--- src/rtl/seq_fixdiv_pkg.sv ---
// seq_fixdiv_pkg: shared FSM state type, default widths and golden divide model for seq_fixdiv
package seq_fixdiv_pkg;
  typedef enum logic [1:0] {IDLE, LOAD, ITER, DONE} e_fixdiv_state;
  localparam int DEF_WIDTH = 24;
  localparam int DEF_FRAC_BITS = 24;
  function automatic logic [63:0] ref_div(input logic [63:0] dividend, input logic [63:0] divisor,
                                          input int frac_bits = DEF_FRAC_BITS);
    return divisor == 0 ? '1 : (dividend << frac_bits) / divisor;
  endfunction
endpackage

--- src/rtl/seq_fixdiv_step.sv ---
// fixdiv_step: one combinational restoring-divide step (r, bit_in, d) -> (r_next, q_bit)
module fixdiv_step #(
  parameter int WIDTH = 24
) (
  input  logic [WIDTH-1:0] r,
  input  logic             bit_in,
  input  logic [WIDTH-1:0] d,
  output logic [WIDTH-1:0] r_next,
  output logic             q_bit
);
  logic [WIDTH:0] sh, t;
  assign sh = {r, bit_in};
  assign t = sh - {1'b0, d};
  assign q_bit = ~t[WIDTH];
  assign r_next = q_bit ? t[WIDTH-1:0] : sh[WIDTH-1:0];
endmodule

--- src/rtl/seq_fixdiv.sv ---
// seq_fixdiv: multi-cycle restoring fixed-point divider, one quotient bit per clock
// Ports: clk, arst (async, active-high), start (level), abort, dividend/divisor (WIDTH),
//        quotient (QW), remainder (WIDTH), div_by_zero, busy (LOAD/ITER), done (DONE).
module seq_fixdiv import seq_fixdiv_pkg::*; #(
  parameter int WIDTH = DEF_WIDTH,
  parameter int FRAC_BITS = DEF_FRAC_BITS,
  localparam int QW = WIDTH + FRAC_BITS,
  localparam int CW = $clog2(QW + 1)
) (
  input  logic             clk,
  input  logic             arst,
  input  logic             start,
  input  logic             abort,
  input  logic [WIDTH-1:0] dividend,
  input  logic [WIDTH-1:0] divisor,
  output logic [QW-1:0]    quotient,
  output logic [WIDTH-1:0] remainder,
  output logic             div_by_zero,
  output logic             busy,
  output logic             done
);
  e_fixdiv_state state, nxt;
  logic [CW-1:0] cnt;
  // partial remainder kept at WIDTH bits: it is always < d, so the shifted-out
  // extra bit lives only inside the step's WIDTH+1 bit subtraction
  logic [WIDTH-1:0] r, d, r_next;
  logic [QW-1:0] z, z_next;
  logic q_bit, last;
  fixdiv_step #(.WIDTH(WIDTH)) u_step (
    .r(r), .bit_in(z[QW-1]), .d(d), .r_next(r_next), .q_bit(q_bit)
  );
  assign z_next = {z[QW-2:0], q_bit};
  assign last = cnt == CW'(1);
  assign busy = state == LOAD || state == ITER;
  assign done = state == DONE;
  always_comb begin
    nxt = state;
    case (state)
      IDLE: nxt = start ? LOAD : IDLE;
      LOAD: nxt = abort ? IDLE : divisor == '0 ? DONE : ITER;
      ITER: nxt = abort ? IDLE : last ? DONE : ITER;
      DONE: nxt = start ? DONE : IDLE;
      default: nxt = IDLE;
    endcase
  end
  always_ff @(posedge clk or posedge arst)
    if (arst) begin
      state <= IDLE;
      cnt <= '0;
      r <= '0;
      d <= '0;
      z <= '0;
      quotient <= '0;
      remainder <= '0;
      div_by_zero <= 1'b0;
    end else begin
      state <= nxt;
      if (state == LOAD) begin
        d <= divisor;
        z <= QW'(dividend) << FRAC_BITS;
        r <= '0;
        cnt <= CW'(QW);
        if (!abort && divisor == '0) begin
          quotient <= '1;
          remainder <= dividend;
          div_by_zero <= 1'b1;
        end
      end
      if (state == ITER) begin
        r <= r_next;
        z <= z_next;
        cnt <= cnt - CW'(1);
        if (!abort && last) begin
          quotient <= z_next;
          remainder <= r_next;
          div_by_zero <= 1'b0;
        end
      end
    end
endmodule

--- config.mk ---
export PLATFORM = sky130hd
export DESIGN_NAME = seq_fixdiv
export DESIGN_NICKNAME = d
export VERILOG_FILES = /design/src/rtl/seq_fixdiv_pkg.sv /design/src/rtl/seq_fixdiv_step.sv /design/src/rtl/seq_fixdiv.sv
export SDC_FILE = /design/constraint.sdc
export NUM_CORES = 1
export LEC_CHECK = 0
export CORE_UTILIZATION = 30
export CTS_BUF_LIST = sky130_fd_sc_hd__clkbuf_16
export DETAILED_ROUTE_END_ITERATION = 7
export PLACE_DENSITY_LB_ADDON = 0.2
export SKIP_CTS_REPAIR_TIMING = 1
export SLEW_MARGIN = 20
export SYNTH_ARGS = -nofsm -noshare
export SYNTH_HDL_FRONTEND = slang
export SYNTH_SLANG_ARGS = --single-unit
--- constraint.sdc ---
create_clock -name clk -period 5.6 [get_ports clk]
set_clock_uncertainty 0.15 [all_clocks]
set_input_delay 1.12 -clock clk [delete_from_list [all_inputs] [get_ports clk]]
set_output_delay 1.12 -clock clk [all_outputs]
set_load 0.005 [all_outputs]
* Yosys cells after proc, flatten, opt, wreduce, memory -nomap -nowiden
Index checks and enable logic that the tools add are counted.
** Word-level totals
- Register bits :: 177
- Bits of input ports :: 52
- Output and inout bits :: 75
** Operators by class
- Add/sub/neg operators :: 2
- Equality and inequality tests :: 4
- Multiplexer cells :: 26
- Bitwise gates (word level) :: 1
- Reduce and logical (&&, ||, !) cells :: 7
** Operators by type and width (count)
- 48-bit 2-to-1 mux :: 6
- 24-bit 2-to-1 mux :: 7
- 25-bit by 24-bit subtractor with 25-bit output :: 1
- 24-bit zero test :: 1
- 6-bit 2-to-1 mux :: 2
- 2-bit case mux with 4 select lines :: 1
- 1-bit 2-to-1 mux :: 7
- 6-bit by 1-bit == test with 1-bit output, second input constant :: 1
- 2-bit 2-to-1 mux :: 3
- 6-bit by 1-bit subtractor with 6-bit output, second input constant :: 1
- 2-bit == test, second input constant :: 2
- 2-bit by 1-bit == test with 1-bit output, second input constant :: 1
- 1-bit logical AND :: 2
- 2-bit zero test :: 1
- 2-bit nonzero test :: 1
- 1-bit zero test :: 1
- 1-bit logical OR :: 1
- 1-bit inverter :: 1

* Longest topological paths before layout
- Depth in word-level cells :: 6
- Gate-level depth with buffers :: 13
- Mapped depth without buffers :: 12

* Modules after synthesis
From an unflattened synthesis, not the netlist that was laid out.
** Second synthesis, totals
- Cells, all modules :: 907
- Area total of the unflattened synthesis :: 9095.0 µm²
** Modules (own cells, without submodules)
- seq_fixdiv :: times used 1, cells an instance 673, area an instance 7269.5 µm²
- fixdiv_step :: times used 1, cells an instance 234, area an instance 1825.5 µm²

* Worst setup path before layout
OpenSTA, ideal clock, no wires.
- Kind :: input to register
- Start :: in divisor[11]
- End :: reg remainder[18]
- Arrival :: 2.669 ns
- Path slack :: 2.651 ns
- Cell stages on the path :: 8
- Cells stage by stage :: nor4b_1 > nand4_1 > nor2_1 > clkbuf_1 > buf_2 > mux2_2 > nand2_1 > o21ai_1
** Between the ends
- Cells in the longest elaborated chain, start to end :: 6
** RTL lines
- from (decl) :: line seq_fixdiv.sv:15 : input logic [WIDTH-1:0] divisor,
- 24-bit zero test (*) :: line seq_fixdiv.sv:63 : if (!abort && divisor == '0) begin
- 1-bit logical AND (*) :: line seq_fixdiv.sv:63
- 24-bit 2-to-1 mux (*) :: line seq_fixdiv.sv:63
- 24-bit 2-to-1 mux (*) :: line seq_fixdiv.sv:58 : if (state == LOAD) begin
- 24-bit 2-to-1 mux :: line seq_fixdiv.sv:73 : if (!abort && last) begin
- 24-bit 2-to-1 mux (*) :: line seq_fixdiv.sv:69 : if (state == ITER) begin
- to (signal assigned) :: line seq_fixdiv.sv:65 : remainder <= dividend;
- to (signal assigned) :: line seq_fixdiv.sv:75 : remainder <= r_next;
- to (decl) :: line seq_fixdiv.sv:17 : output logic [WIDTH-1:0] remainder,
Mark *: on every way between the ends. The rest lies on a longest branch, timed or not.
A chain may end at the register's enable or synchronous reset.

* Worst setup path in the final report
- Start :: reg d[0]
- End :: reg remainder[10]
** Between the ends
- Cells in the longest elaborated chain, start to end :: 4
** RTL lines
- from (decl) :: line seq_fixdiv.sv:26 : logic [WIDTH-1:0] r, d, r_next;
- from (signal assigned) :: line seq_fixdiv.sv:59 : d <= divisor;
- 25-bit by 24-bit subtractor with 25-bit output :: line seq_fixdiv_step.sv:13 : assign t = sh - {1'b0, d};
- 24-bit 2-to-1 mux :: line seq_fixdiv_step.sv:15 : assign r_next = q_bit ? t[WIDTH-1:0] : sh[WIDTH-1:0];
- 24-bit 2-to-1 mux :: line seq_fixdiv.sv:73
- 24-bit 2-to-1 mux :: line seq_fixdiv.sv:69
No other way between the ends.

==> key figures <==
Final layout
  • Non-Filler Instances: 1403
  • Most common cell after layout, fill and taps aside: dfrtp_1
  • Area Growth Syn to Fin: 26.1%
  • Diodes inserted: 0
  • Most frequent cells in the layout: dfrtp_1, nand2_1, clkdlybuf4s50_1, o21ai_0, a21oi_1
  • Share of layout cells above drive strength 1: 8.29%
  • Final net count: 1095

Placed design
  • Placed Instances: 1370
  • DP HPWL: 15500 um
  • Port Buf Inserts: 126
  • Final Wtd Congestion: 0.766

Synth
  • Leading area contributor after synthesis: dfrtp_1
  • Synth unique cells: 58
  • Flops & latches, synth: 177
  • Fraction of registers with async set/reset: 100%
  • Synth Cell Area: 8690 um2
  • Mean Syn Cell Area: 9.57 um2
  • Number of synthesized flops with an enable pin: 0
  • Synth warn: 0
  • Mapped Nets: 991
  • Synth Instances: 908
  • Area contributors post-synth: dfrtp_1, nand2_1, o21ai_0
  • Ys flop type: dfrtp_1
  • Sequential area share after synthesis: 50.9%
  • Area share of the largest cell type after synthesis: 50.9%

Power
  • Worst vdd ir: 0.212 mV
  • Switching Fraction: 30.4%
  • Combinational Power Share: 15.5%
  • Sequential share of power: 46.1%
  • P_int: 2.16 mW
  • PD cells: 284 nW/um2
  • Static Leak: 4.92 nW
  • Clock group share of total power: 38.4%
  • Switching pwr: 0.946 mW

STA
  • Final Hold Vio Count: 0
  • FMAX: 267 MHz
  • RSZ-0062 raised after global routing: false
  • Setup violators final: 0
  • Final Cycle Share: 67.0%
  • Max-slew violations: 0
  • Measured slew at the worst slew-check pin: 1.03 ns
  • Relative slew margins: 31.6%
  • Fin Setup TNS: 0 ns
  • Crit path time final: 3.75 ns

Clocking
  • H-tree levels: 4
  • Clock Tree Buf Depth: 2
  • Worst-Skew Late Latency: 0.44 ns
  • CTS tree: done
  • Clock Tree Root: clkbuf_16
  • Worst-path clk slew: 0.07 ns
  • Clk sinks: 177
  • TritonCTS Buffers: 17

Worst setup path
  • Setup CP Type: reg2reg
  • CP Launch Type: register
  • Critical path fanouts, max: 21
  • Critical path's slowest cell: xor2_4
  • Setup crit end kind: register
  • Max incr delay on CP: 0.50 ns
  • CP Buf/Inv Count: 1
  • CP arrival: 3.87 ns
  • Critical-path cell list: ha_1 > fa_1 > nand2b_1 > a21oi_2 > o21ai_2 > o31ai_4 > a211oi_4 > xor2_4 > buf_4 > mux2_1 > nand2_1 > o21ai_1
  • WP data required: 5.72 ns
  • CP delay by family, top: compound AO/OA/AOI/OAI gates

Hold path
  • HP Class: reg2reg

Drt
  • DR vias: 6666
  • DRC: 0
  • Number of DRC markers in iteration 0: 418
  • Avg WL per Cell: 15.9 um
  • First-pass DRT Iterations: 4
  • Antenna viol nets, final: 0
  • Total routed wirelength: 22300 um
  • Routed vias/inst: 4.75

Die
  • Io pins: 127
  • Die ar.: 29700 um2
  • DIE HEIGHT: 172 um
  • Initial Util: 30.9%
  • Die Wd: 172 um
  • Rows: 61
  • Core Footprint: 28200 um2

Job
  • Max Cap Viol: 0

Run status
  • Status: completed

GRT
  • Largest net degree at the start of global routing: 96
  • Grt ovf: 0
  • Total track usage: 15.9%
  • First-pass GRT wire length: 36400 um
  • Number of global-route vias before repair: 6507
  • Initial antenna violation count: 0
-- cell families after synthesis --
kind of cell / share of synthesized area [%]
AND/OR/NAND/NOR: 12.8
adder cells (fa/ha/maj): 4.55
XOR/XNOR: 2.20
buffers and inverters: 4.40
multiplexers: 6.43
AO/OA/AOI/OAI: 18.7
flip-flops: 50.9
-- flip-flops by register name (all words and copies together), names as in the netlist --
signal       count
cnt              6
d               24
div_by_zero      1
quotient        48
r               24
remainder       24
state            2
z               48
-- synth_stat cells (2+ instances only) --
| cell type | count |
|---|---|
| buf_6 | 2 |
| nor4_1 | 8 |
| nor2_1 | 60 |
| and3_1 | 5 |
| a21oi_1 | 70 |
| buf_2 | 3 |
| o2bb2ai_1 | 19 |
| xnor2_1 | 10 |
| or3_1 | 2 |
| nor2b_1 | 2 |
| mux2_2 | 22 |
| o211ai_1 | 3 |
| clkbuf_1 | 44 |
| a211oi_1 | 2 |
| nor3_1 | 6 |
| o21ai_1 | 25 |
| nand3_1 | 12 |
| xor2_1 | 10 |
| buf_4 | 2 |
| nand2_1 | 158 |
| dfrtp_1 | 177 |
| o21ai_0 | 88 |
| o22ai_1 | 5 |
| ha_1 | 30 |
| a211o_1 | 2 |
| buf_1 | 3 |
| inv_1 | 41 |
| mux2i_1 | 30 |
| a22o_1 | 23 |
| o21a_1 | 4 |
| nand2b_1 | 8 |
| nand4_1 | 2 |
| a21oi_2 | 2 |
| a21o_1 | 4 |
-- final cells by class --
class / instances / area, um2
repair buffers: 139 / 1390
multi-input cells: 636 / 3920
fillers: 2851 / 17200
well taps: 378 / 473
clock buffers: 17 / 425
clock inverters: 15 / 166
flip-flops and latches: 177 / 4430
inverters: 41 / 158
-- tightest hold or removal path: cells and delay by family, from the launching register on --
family	cells	cell delay, ns
DFF	1	0.37
and+or+nand+nor	2	0.11
-- per-layer routing --
layer  GRT usage [%]  wire length [um]  vias to the layer above
met4            3.58               104                        0
met2            23.2              9790                      121
met5               0                 0                        -
met1            24.1             11600                     3157
met3            3.11               779                        5
li1                -                 -                     3383
-- power groups by stage --
stage | clock (mW) | combinational [mW] | sequential [mW]
after floorplan | 0 | 0.345 | 1.44
after global placement | 0 | 0.480 | 1.46
after detailed placement | 0 | 0.482 | 1.46
after CTS | 1.23 | 0.486 | 1.43
after global routing | 1.28 | 0.549 | 1.45
final | 1.19 | 0.481 | 1.43
-- final timing paths --
check | from | end | slack [ns] | cells past startpoint
worst min register to register | z[30] | quotient[31] | 0.35 | 2
worst max-delay path | d[0] | remainder[10] | 1.85 | 12
worst max register to register | d[0] | remainder[10] | 1.85 | 12
max in group asynchronous | arst | cnt[2] | 3.54 | 3
min in group asynchronous | arst | z[27] | 0.85 | 2
worst min-delay path | z[30] | quotient[31] | 0.35 | 2
-- through the flow --
step / worst slack [ns] / util, % / hold WS, ns / total power, mW / area, um2
final: 1.85 / 38.9 / 0.347 / 3.11 / 11000
after global routing: 1.60 / 38.9 / 0.368 / 3.28 / 11000
after CTS: 1.85 / 38.8 / 0.350 / 3.15 / 10900
after detailed placement: 1.68 / 36.7 / 0.328 / 1.94 / 10300
after global placement: 1.68 / 36.7 / 0.328 / 1.94 / 10300
after floorplan: 2.06 / - / 0.312 / 1.79 / 8700
Note: power is estimated with default switching activity, not from simulation.
